### src/rtl/mc_control_fsm_if.sv
// Control bus between the multi-cycle sequencer and the IF/DEC/ALU/MEM datapath.
// The master drives the stage strobes; the slave (datapath) supplies Instr and ALU_zero.
interface mc_control_fsm_if;
    logic [31:0] Instr;
    logic        ALU_zero;
    logic        PC_sel;
    logic        PC_LdEn;
    logic        RF_WrEn;
    logic        RF_WrData_sel;
    logic        RF_B_sel;
    logic        ALU_Bin_sel;
    logic [3:0]  ALU_func;
    logic        Mem_WrEn;
    logic        Halted;

    modport master (
        input  Instr, ALU_zero,
        output PC_sel, PC_LdEn, RF_WrEn, RF_WrData_sel, RF_B_sel,
               ALU_Bin_sel, ALU_func, Mem_WrEn, Halted
    );

    modport slave (
        output Instr, ALU_zero,
        input  PC_sel, PC_LdEn, RF_WrEn, RF_WrData_sel, RF_B_sel,
               ALU_Bin_sel, ALU_func, Mem_WrEn, Halted
    );
endinterface

### src/rtl/mc_control_fsm.sv
// Multi-cycle control sequencer: FETCH/DECODE/EXEC/MEM/WB with a data-memory wait-state
// counter. Outputs decode from the registered state and the opcode/func captured in FETCH.
module mc_control_fsm #(
    parameter int unsigned MEM_LAT    = 1,
    parameter bit          ILL_AS_NOP = 1'b1
) (
    input  logic              Clk,
    input  logic              Reset,
    mc_control_fsm_if.master  bus
);
    typedef enum logic [2:0] {
        ST_FETCH  = 3'd0,
        ST_DECODE = 3'd1,
        ST_EXEC   = 3'd2,
        ST_MEM    = 3'd3,
        ST_WB     = 3'd4,
        ST_HALT   = 3'd5
    } state_t;

    typedef enum logic [2:0] {
        CL_RTYPE = 3'd0,
        CL_IMM   = 3'd1,
        CL_BEQ   = 3'd2,
        CL_BNE   = 3'd3,
        CL_B     = 3'd4,
        CL_LOAD  = 3'd5,
        CL_STORE = 3'd6,
        CL_ILL   = 3'd7
    } cls_t;

    localparam logic [3:0] MEM_LAST = 4'(MEM_LAT - 32'd1);

    function automatic cls_t classify(input logic [5:0] op);
        case (op)
            6'b100000:                                  return CL_RTYPE;
            6'b111000, 6'b111001, 6'b110000,
            6'b110010, 6'b110011:                       return CL_IMM;
            6'b000000:                                  return CL_BEQ;
            6'b000001:                                  return CL_BNE;
            6'b111111:                                  return CL_B;
            6'b000011, 6'b001111:                       return CL_LOAD;
            6'b000111, 6'b011111:                       return CL_STORE;
            default:                                    return CL_ILL;
        endcase
    endfunction

    function automatic logic [3:0] alu_op(input cls_t cls, input logic [5:0] op,
                                          input logic [3:0] fn);
        case (cls)
            CL_RTYPE:       return fn;
            CL_IMM:         return (op == 6'b110010) ? 4'b0010 :
                                   (op == 6'b110011) ? 4'b0011 : 4'b0000;
            CL_BEQ, CL_BNE: return 4'b0001;
            default:        return 4'b0000;
        endcase
    endfunction

    state_t      state_r, state_s;
    logic [5:0]  opcode_r;
    logic [3:0]  func_r;
    logic [3:0]  count_r, count_s;
    cls_t        cls_s;
    logic [3:0]  alu_func_s;
    logic        bin_imm_s;
    logic        unused_instr_s;

    assign cls_s          = classify(opcode_r);
    assign alu_func_s     = alu_op(cls_s, opcode_r, func_r);
    assign bin_imm_s      = (cls_s == CL_IMM) || (cls_s == CL_LOAD) || (cls_s == CL_STORE);
    assign unused_instr_s = ^bus.Instr[25:4];

    // State, wait-state counter and captured opcode/func registers.
    always_ff @(posedge Clk or negedge Reset) begin
        if (!Reset) begin
            state_r  <= ST_FETCH;
            count_r  <= 4'd0;
            opcode_r <= 6'd0;
            func_r   <= 4'd0;
        end else begin
            state_r <= state_s;
            count_r <= count_s;
            if (state_r == ST_FETCH) begin
                opcode_r <= bus.Instr[31:26];
                func_r   <= bus.Instr[3:0];
            end
        end
    end

    // Next-state and Moore output decode.
    always_comb begin
        state_s           = state_r;
        count_s           = count_r;
        bus.PC_sel        = 1'b0;
        bus.PC_LdEn       = 1'b0;
        bus.RF_WrEn       = 1'b0;
        bus.RF_WrData_sel = 1'b0;
        bus.RF_B_sel      = 1'b0;
        bus.ALU_Bin_sel   = 1'b0;
        bus.ALU_func      = 4'b0000;
        bus.Mem_WrEn      = 1'b0;
        bus.Halted        = 1'b0;
        case (state_r)
            ST_FETCH: begin
                state_s = ST_DECODE;
            end
            ST_DECODE: begin
                bus.RF_B_sel = (cls_s == CL_BEQ) || (cls_s == CL_BNE) || (cls_s == CL_STORE);
                if (cls_s == CL_ILL) begin
                    if (ILL_AS_NOP) begin
                        bus.PC_LdEn = 1'b1;
                        state_s     = ST_FETCH;
                    end else begin
                        state_s = ST_HALT;
                    end
                end else begin
                    state_s = ST_EXEC;
                end
            end
            ST_EXEC: begin
                bus.ALU_Bin_sel = bin_imm_s;
                bus.ALU_func    = alu_func_s;
                case (cls_s)
                    CL_BEQ: begin
                        bus.PC_LdEn = 1'b1;
                        bus.PC_sel  = bus.ALU_zero;
                        state_s     = ST_FETCH;
                    end
                    CL_BNE: begin
                        bus.PC_LdEn = 1'b1;
                        bus.PC_sel  = ~bus.ALU_zero;
                        state_s     = ST_FETCH;
                    end
                    CL_B: begin
                        bus.PC_LdEn = 1'b1;
                        bus.PC_sel  = 1'b1;
                        state_s     = ST_FETCH;
                    end
                    CL_LOAD, CL_STORE: begin
                        count_s = MEM_LAST;
                        state_s = ST_MEM;
                    end
                    default: begin
                        state_s = ST_WB;
                    end
                endcase
            end
            ST_MEM: begin
                // Address inputs held so the data RAM sees a stable address for every wait state.
                bus.ALU_Bin_sel = 1'b1;
                bus.ALU_func    = 4'b0000;
                if (count_r == 4'd0) begin
                    if (cls_s == CL_STORE) begin
                        bus.Mem_WrEn = 1'b1;
                        bus.PC_LdEn  = 1'b1;
                        state_s      = ST_FETCH;
                    end else begin
                        state_s = ST_WB;
                    end
                end else begin
                    count_s = count_r - 4'd1;
                end
            end
            ST_WB: begin
                bus.ALU_Bin_sel   = bin_imm_s;
                bus.ALU_func      = alu_func_s;
                bus.RF_WrEn       = 1'b1;
                bus.PC_LdEn       = 1'b1;
                bus.RF_WrData_sel = (cls_s == CL_LOAD);
                state_s           = ST_FETCH;
            end
            ST_HALT: begin
                bus.Halted = 1'b1;
            end
            default: begin
                state_s = ST_FETCH;
            end
        endcase
    end
endmodule

### src/flat_wrapper.sv
// flat-port wrapper written by rule: the top's interface ports become plain ports
module mc_control_fsm_flat 
#(
    parameter int unsigned MEM_LAT    = 1,
    parameter bit          ILL_AS_NOP = 1'b1
)
  (Clk, Reset, bus_Instr, bus_ALU_zero, bus_PC_sel, bus_PC_LdEn, bus_RF_WrEn, bus_RF_WrData_sel, bus_RF_B_sel, bus_ALU_Bin_sel, bus_ALU_func, bus_Mem_WrEn, bus_Halted);
  mc_control_fsm_if bus_i ();
  input  logic Clk;
  input  logic Reset;
  input wire logic [$bits(bus_i.Instr)-1:0] bus_Instr;
  input wire logic [$bits(bus_i.ALU_zero)-1:0] bus_ALU_zero;
  output wire logic [$bits(bus_i.PC_sel)-1:0] bus_PC_sel;
  output wire logic [$bits(bus_i.PC_LdEn)-1:0] bus_PC_LdEn;
  output wire logic [$bits(bus_i.RF_WrEn)-1:0] bus_RF_WrEn;
  output wire logic [$bits(bus_i.RF_WrData_sel)-1:0] bus_RF_WrData_sel;
  output wire logic [$bits(bus_i.RF_B_sel)-1:0] bus_RF_B_sel;
  output wire logic [$bits(bus_i.ALU_Bin_sel)-1:0] bus_ALU_Bin_sel;
  output wire logic [$bits(bus_i.ALU_func)-1:0] bus_ALU_func;
  output wire logic [$bits(bus_i.Mem_WrEn)-1:0] bus_Mem_WrEn;
  output wire logic [$bits(bus_i.Halted)-1:0] bus_Halted;
  assign bus_i.Instr = bus_Instr;
  assign bus_i.ALU_zero = bus_ALU_zero;
  assign bus_PC_sel = bus_i.PC_sel;
  assign bus_PC_LdEn = bus_i.PC_LdEn;
  assign bus_RF_WrEn = bus_i.RF_WrEn;
  assign bus_RF_WrData_sel = bus_i.RF_WrData_sel;
  assign bus_RF_B_sel = bus_i.RF_B_sel;
  assign bus_ALU_Bin_sel = bus_i.ALU_Bin_sel;
  assign bus_ALU_func = bus_i.ALU_func;
  assign bus_Mem_WrEn = bus_i.Mem_WrEn;
  assign bus_Halted = bus_i.Halted;
  mc_control_fsm #(.MEM_LAT(MEM_LAT), .ILL_AS_NOP(ILL_AS_NOP)) u_core (.Clk(Clk), .Reset(Reset), .bus(bus_i));
endmodule
### config.mk
export PLATFORM = sky130hd
export DESIGN_NAME = mc_control_fsm_flat
export DESIGN_NICKNAME = d
export VERILOG_FILES = /design/src/rtl/mc_control_fsm_if.sv /design/src/rtl/mc_control_fsm.sv /design/src/flat_wrapper.sv
export SDC_FILE = /design/constraint.sdc
export NUM_CORES = 1
export LEC_CHECK = 0
export ABC_AREA = 0
export CAP_MARGIN = 20
export CORE_MARGIN = 2
export CORE_UTILIZATION = 25
export DETAILED_ROUTE_END_ITERATION = 12
export HOLD_SLACK_MARGIN = 0.1
export SYNTH_ARGS = -nofsm -noshare
export SYNTH_HDL_FRONTEND = slang
export SYNTH_SLANG_ARGS = --single-unit
export TNS_END_PERCENT = 1
### constraint.sdc
create_clock -name Clk -period 1.5 [get_ports Clk]
set_input_delay 0.45 -clock Clk [delete_from_list [all_inputs] [get_ports Clk]]
set_output_delay 0.45 -clock Clk [all_outputs]
set_load 0.01 [all_outputs]
# Yosys cells after proc, flatten, opt, wreduce, memory -nomap -nowiden
# Memory sizes are Yosys's and may differ from the RTL's.
# Cells that the tools add are included.
dict set report classes {
  add_sub_neg 1
  eq_ne 17
  muxes 25
  bitwise_logic 2
  reduce_logical 14
}
# op count
set op_table {}
lappend op_table {{$eq 3x3->1 const B} 6}
lappend op_table {{$mux 4} 4}
lappend op_table {{$pmux 3 s5} 1}
lappend op_table {{$eq 3x2->1 const B} 4}
lappend op_table {{$eq 6x6->1 const B} 2}
lappend op_table {{$pmux 4 s3} 1}
lappend op_table {{$mux 1} 10}
lappend op_table {{$pmux 4 s2} 1}
lappend op_table {{$eq 3x1->1 const B} 2}
lappend op_table {{$logic_not 3->1} 2}
lappend op_table {{$mux 3} 2}
lappend op_table {{$pmux 3 s2} 1}
lappend op_table {{$reduce_or 2->1} 3}
lappend op_table {{$logic_not 4->1} 1}
lappend op_table {{$logic_or 1x1->1} 4}
lappend op_table {{$mux 2} 2}
lappend op_table {{$ne 2x1->1 const B} 2}
lappend op_table {{$pmux 1 s4} 1}
lappend op_table {{$sub 4x1->4 const B} 1}
lappend op_table {{$pmux 1 s3} 1}
lappend op_table {{$reduce_and 3->1} 1}
lappend op_table {{$reduce_or 3->1} 1}
lappend op_table {{$ne 2x2->1 const B} 1}
lappend op_table {{$not 1->1} 2}
lappend op_table {{other kinds (3)} 3}
dict set report word_totals {
  register_bits 17
  mem_bits_ro 192
  inputBits 35
  out_inout_bits 12
  wordCells 64
  n_memories 1
}
# name depth width read_ports rd_clocked_by_memory_dff write_ports line
set mem_list {}
lappend mem_list {{(no name shown)} 64 3 1 0 0 mc_control_fsm.sv:34} ;# case (op)

# Longest topological paths before layout
dict set report depth {
  depth_word 5
  depth_mapped 6
  depth_no_buf 6
}

# Worst setup path after synthesis
# Ideal clock, no wire load.
dict set report synth_timing {
  path_kind {reg2out}
  from {register u_core.opcode_r[3]}
  to {output bus_ALU_func[0]}
  arrival_ns 1.455
  required_ns 1.050
  path_slack_ns -0.405
  stages_incl_launch_ff 6
  n_path_buf 2
  path_cell_list {dfrtp_1 -> buf_2 -> buf_2 -> nor4_1 -> o211ai_1 -> nor4_1}
}
dict set report synth_between {
  elab_chain_len 5
  word_cells_on_any_way 12
  classes_between {eq/ne (5); mux (4); reduce/logical (2); memory (1)}
}
# item line
set synth_lines {}
lappend synth_lines {{start, declared} mc_control_fsm.sv:59} ;# logic [5:0] opcode_r;
lappend synth_lines {{start signal, assigned} mc_control_fsm.sv:83} ;# opcode_r <= bus.Instr[31:26];
lappend synth_lines {{$mem_v2 64x3 or $eq 6x6->1 (tied branches)} -}
lappend synth_lines {{$eq 3x2->1 or $mux 2 (tied branches)} {mc_control_fsm.sv:49, mc_control_fsm.sv:52}}
lappend synth_lines {{$reduce_or 2->1 or $mux 4 (tied branches)} {mc_control_fsm.sv:49, mc_control_fsm.sv:51}}
lappend synth_lines {{$pmux 4 s3 *} mc_control_fsm.sv:49} ;# case (cls)
lappend synth_lines {{$mux 4 *} mc_control_fsm.sv:102} ;# case (state_r)
lappend synth_lines {{end, declared} flat_wrapper.sv:19} ;# output wire logic [$bits(bus_i.ALU_func)-1:0] bus_ALU_func;
# Every way passes the cells marked *; elsewhere a longest branch is shown, timed or not.

# Final worst setup path
dict set report layout_timing {
  from {register u_core.opcode_r[4]}
  to {output bus_PC_LdEn}
}
dict set report layout_between {
  elab_chain_len 5
  word_cells_on_any_way 12
  classes_between {eq/ne (5); mux (5); reduce/logical (1); memory (1)}
}
# item line
set layout_lines {}
lappend layout_lines {{$mem_v2 64x3 *} -}
lappend layout_lines {{$eq 3x3->1 (tied with other cells)} mc_control_fsm.sv:122} ;# case (cls_s)
lappend layout_lines {{$reduce_or 3->1 (no line) or $mux 1 (tied branches)} -}
lappend layout_lines {{$mux 1, on equally long branches} {mc_control_fsm.sv:122, mc_control_fsm.sv:151}}
lappend layout_lines {{$pmux 1 s4 *} mc_control_fsm.sv:102}
lappend layout_lines {{end, declared} flat_wrapper.sv:14} ;# output wire logic [$bits(bus_i.PC_LdEn)-1:0] bus_PC_LdEn;
# Marks and branches as above.

==> run_results.csv <==
group,metric,value,unit
status,outcome,"finished, violations left",
status,violations,"negative setup slack",
critical_path,reg2regPathDepth,6,
cells_and_area,mostFrequentLayoutCells,"buf_4, buf_6, nand2_1",
power_and_ir_drop,leakage,0.983,nW
floorplanning,dieArea,5420,sq um
cts,worstSkewPairLatency,250,ps
detailed_routing,wl_per_cell,14.7,microns
critical_path,crit_family,"compound AO/OA/AOI/OAI gates",
detailed_routing,ant_nets,0,
min_path,whs_path_depth,1,
flow_run,maxCapViolations,0,
critical_path,crit_start,"u_core.opcode_r[4]",
cells_and_area,mostFrequentLayoutCell,"buf_4",
placement,placed_cells,260,
sta,finalCritPeriodShare,149,%
detailed_routing,drt_iter0_markers,74,
synth,syn_nets,179,
power_and_ir_drop,finalPower,4.53,mW
sta,drv_slew,0,
cts,cts_tree,"done",
critical_path,crit_path_top_delay_cell,"dfrtp_2",
cells_and_area,nets,263,
detailed_routing,dr.pass1.iters,4,
synth,synth_cell_types,47,
sta,hold_ws,508,ps
critical_path,required,1050,ps
placement,place.gp.congestion,0.839,
sta,slew_headroom,80.4,%
sta,min_period,2240,ps
detailed_routing,wirelength,4100,microns
detailed_routing,vias_per_cell,5.05,
synth,mappedNetlistArea,1210,sq um
critical_path,worstPathArrival,1790,ps
sta,worst_pin_slew,292,ps
cells_and_area,regArea,432,sq um
critical_path,path_buf_inv,2,
cts,clock_sinks,17,
global_routing,gr-total-overflow,0,
cts,h-tree-depth,1,
floorplanning,core-area,4690,sq um
sta,clock.fmax,447,MHz
global_routing,antenna_found_initial,0,
floorplanning,start_util,25.8,%
placement,place.port_buffers,24,
synth,ys.flop_type,"dfrtp_1",
global_routing,grt_pass1_wl,6520,microns
cts,numCtsBuffers,3,
floorplanning,ios,47,
global_routing,grt_max_degree,18,
sta,rsz0062_at_grt,"true",
cells_and_area,drive_gt1_share,55.1,%
sta,skew,2.98,ps
placement,placed_cell_area,1870,sq um
global_routing,grt_pass1_vias,1443,
cells_and_area,stdcell_area,2200,sq um
critical_path,worstSetupEndpointType,"primary output",
synth,syn_inst,142,
sta,setup_ws,-739,ps
sta,hold_viol_final,0,
power_and_ir_drop,cellPowerDensity,2060,nW/um^2
placement,dpl_worst_slack,-868,ps
cells_and_area,syn_to_final_growth,81.7,%
cells_and_area,fill_cells,459,
cts,clockBufferDepth,2,
synth,syn_avg_cell_area,8.54,sq um
synth,yosysWarnings,0,
synth,yosysSeqAreaShare,35.1,%
critical_path,crit_chain,"buf_6 > or2b_1 > a22oi_2 > o22ai_1 > a22o_1 > o211ai_1 > buf_2",
critical_path,r2r_start,"u_core.opcode_r[4]",
synth,synth_edf_count,0,
critical_path,cp_max_fo,5,
critical_path,worstSetupPathType,"register to primary output",
power_and_ir_drop,irDropWorstVdd,0.000640,V
min_path,hold_class,"register to register",
sta,setup_violations,16,
synth,postSynth.asyncResetShare,100,%
floorplanning,row_count,25,
floorplanning,die_w,73.6,microns
sta,setup_tns,-6850,ps
detailed_routing,num_vias,1410,
cells_and_area,diodes,0,
critical_path,crit_path_start_kind,"register",
cts,cts_root_buf,"clkbuf_8",
global_routing,grt_util_all_layers,15.6,%
critical_path,crit_cells,7,
floorplanning,die_h,73.6,microns
placement,hpwl,2760,microns
cts,cts.clk_slew.worst_paths,70,ps
cells_and_area,final_core_util,47.0,%
min_path,hold_start,"u_core.func_r[3]",
detailed_routing,drc,0,
cells_and_area,multi_input_area,892,sq um
synth,synth_seq_cells,17,
cells_and_area,fin_cells,279,
critical_path,crit_path_max_incr_delay,430,ps
==> where the power goes <==
| group | internal, mW | switching [mW] | total (mW) |
|---|---|---|---|
| registers | 0.656 | 0.206 | 0.862 |
| logic | 1.77 | 1.55 | 3.32 |
| clock network | 0.188 | 0.158 | 0.347 |
| total | 2.61 | 1.92 | 4.53 |
==> cells by family after synthesis <==
kind of cell,count (synthesis),synth area share [%]
simple gates,60,26.0
mux,7,6.50
compound gates,39,22.7
xor+xnor,2,1.45
buf+inv,15,6.19
fa+ha+maj,2,2.06
flops,17,35.1
==> flip-flops by register name, indices dropped and copies added (netlist names) <==
signal / cells
u_core.state_r: 3
u_core.opcode_r: 6
u_core.func_r: 4
u_core.count_r: 4
==> Yosys cell counts (2+ instances only) <==
master / number / share of area (%)
o22ai_1: 2 / 1.0
a21oi_1: 4 / 1.7
a211oi_1: 2 / 1.2
o31ai_1: 2 / 1.2
buf_2: 5 / 2.1
inv_1: 5 / 1.5
mux2_2: 7 / 6.5
a31oi_1: 2 / 1.0
dfrtp_1: 17 / 35
nor3_1: 6 / 2.5
nand2_1: 16 / 5.0
a22o_1: 5 / 3.6
and2_1: 3 / 1.5
ha_1: 2 / 2.1
clkbuf_1: 2 / 0.62
nor2_1: 12 / 3.7
nor4_1: 3 / 1.5
o21ai_0: 9 / 3.7
nand2b_1: 5 / 2.6
nand3_1: 3 / 1.2
o211ai_1: 4 / 2.5
==> layout make-up <==
| cell class | count | area share [%] |
|---|---|---|
| clock buffer | 4 | 2.04 |
| inverter | 5 | 1.02 |
| tap | 54 | 3.07 |
| timing repair buffer | 89 | 33.8 |
| multi-input combinational | 110 | 40.5 |
| sequential | 17 | 19.6 |
==> per-layer routing <==
metal	vias to the layer above	wire, microns	GRT usage [%]
met3	15	145	1.78
met5	-	0	0
met2	38	2020	25.6
met1	668	1780	20.5
li1	689	-	-
met4	0	157	6.87
==> timing repair <==
item,CTS,global route
pin swaps,8,12
gates resized for setup,56,42
gates cloned,0,0
endpoints found under the setup margin,18,26
hold buffers,0,0
setup buffers,15,0
==> worst register-to-register path, delay by kind of cell, from the launching register on <==
family,cells,cell delay (ps)
compound gates,4,750
simple gates,1,250
flops,1,430
buf+inv,1,140
==> worst paths after layout <==
path,to,slack (ps)
max in group asynchronous,u_core.opcode_r[4],760
setup / recovery,bus_PC_LdEn,-740
min in group asynchronous,u_core.count_r[1],530
hold reg to reg,u_core.func_r[3],510
hold / removal,u_core.func_r[3],510
setup reg to reg,u_core.state_r[1],-180
(Power assumes the default switching activity.)
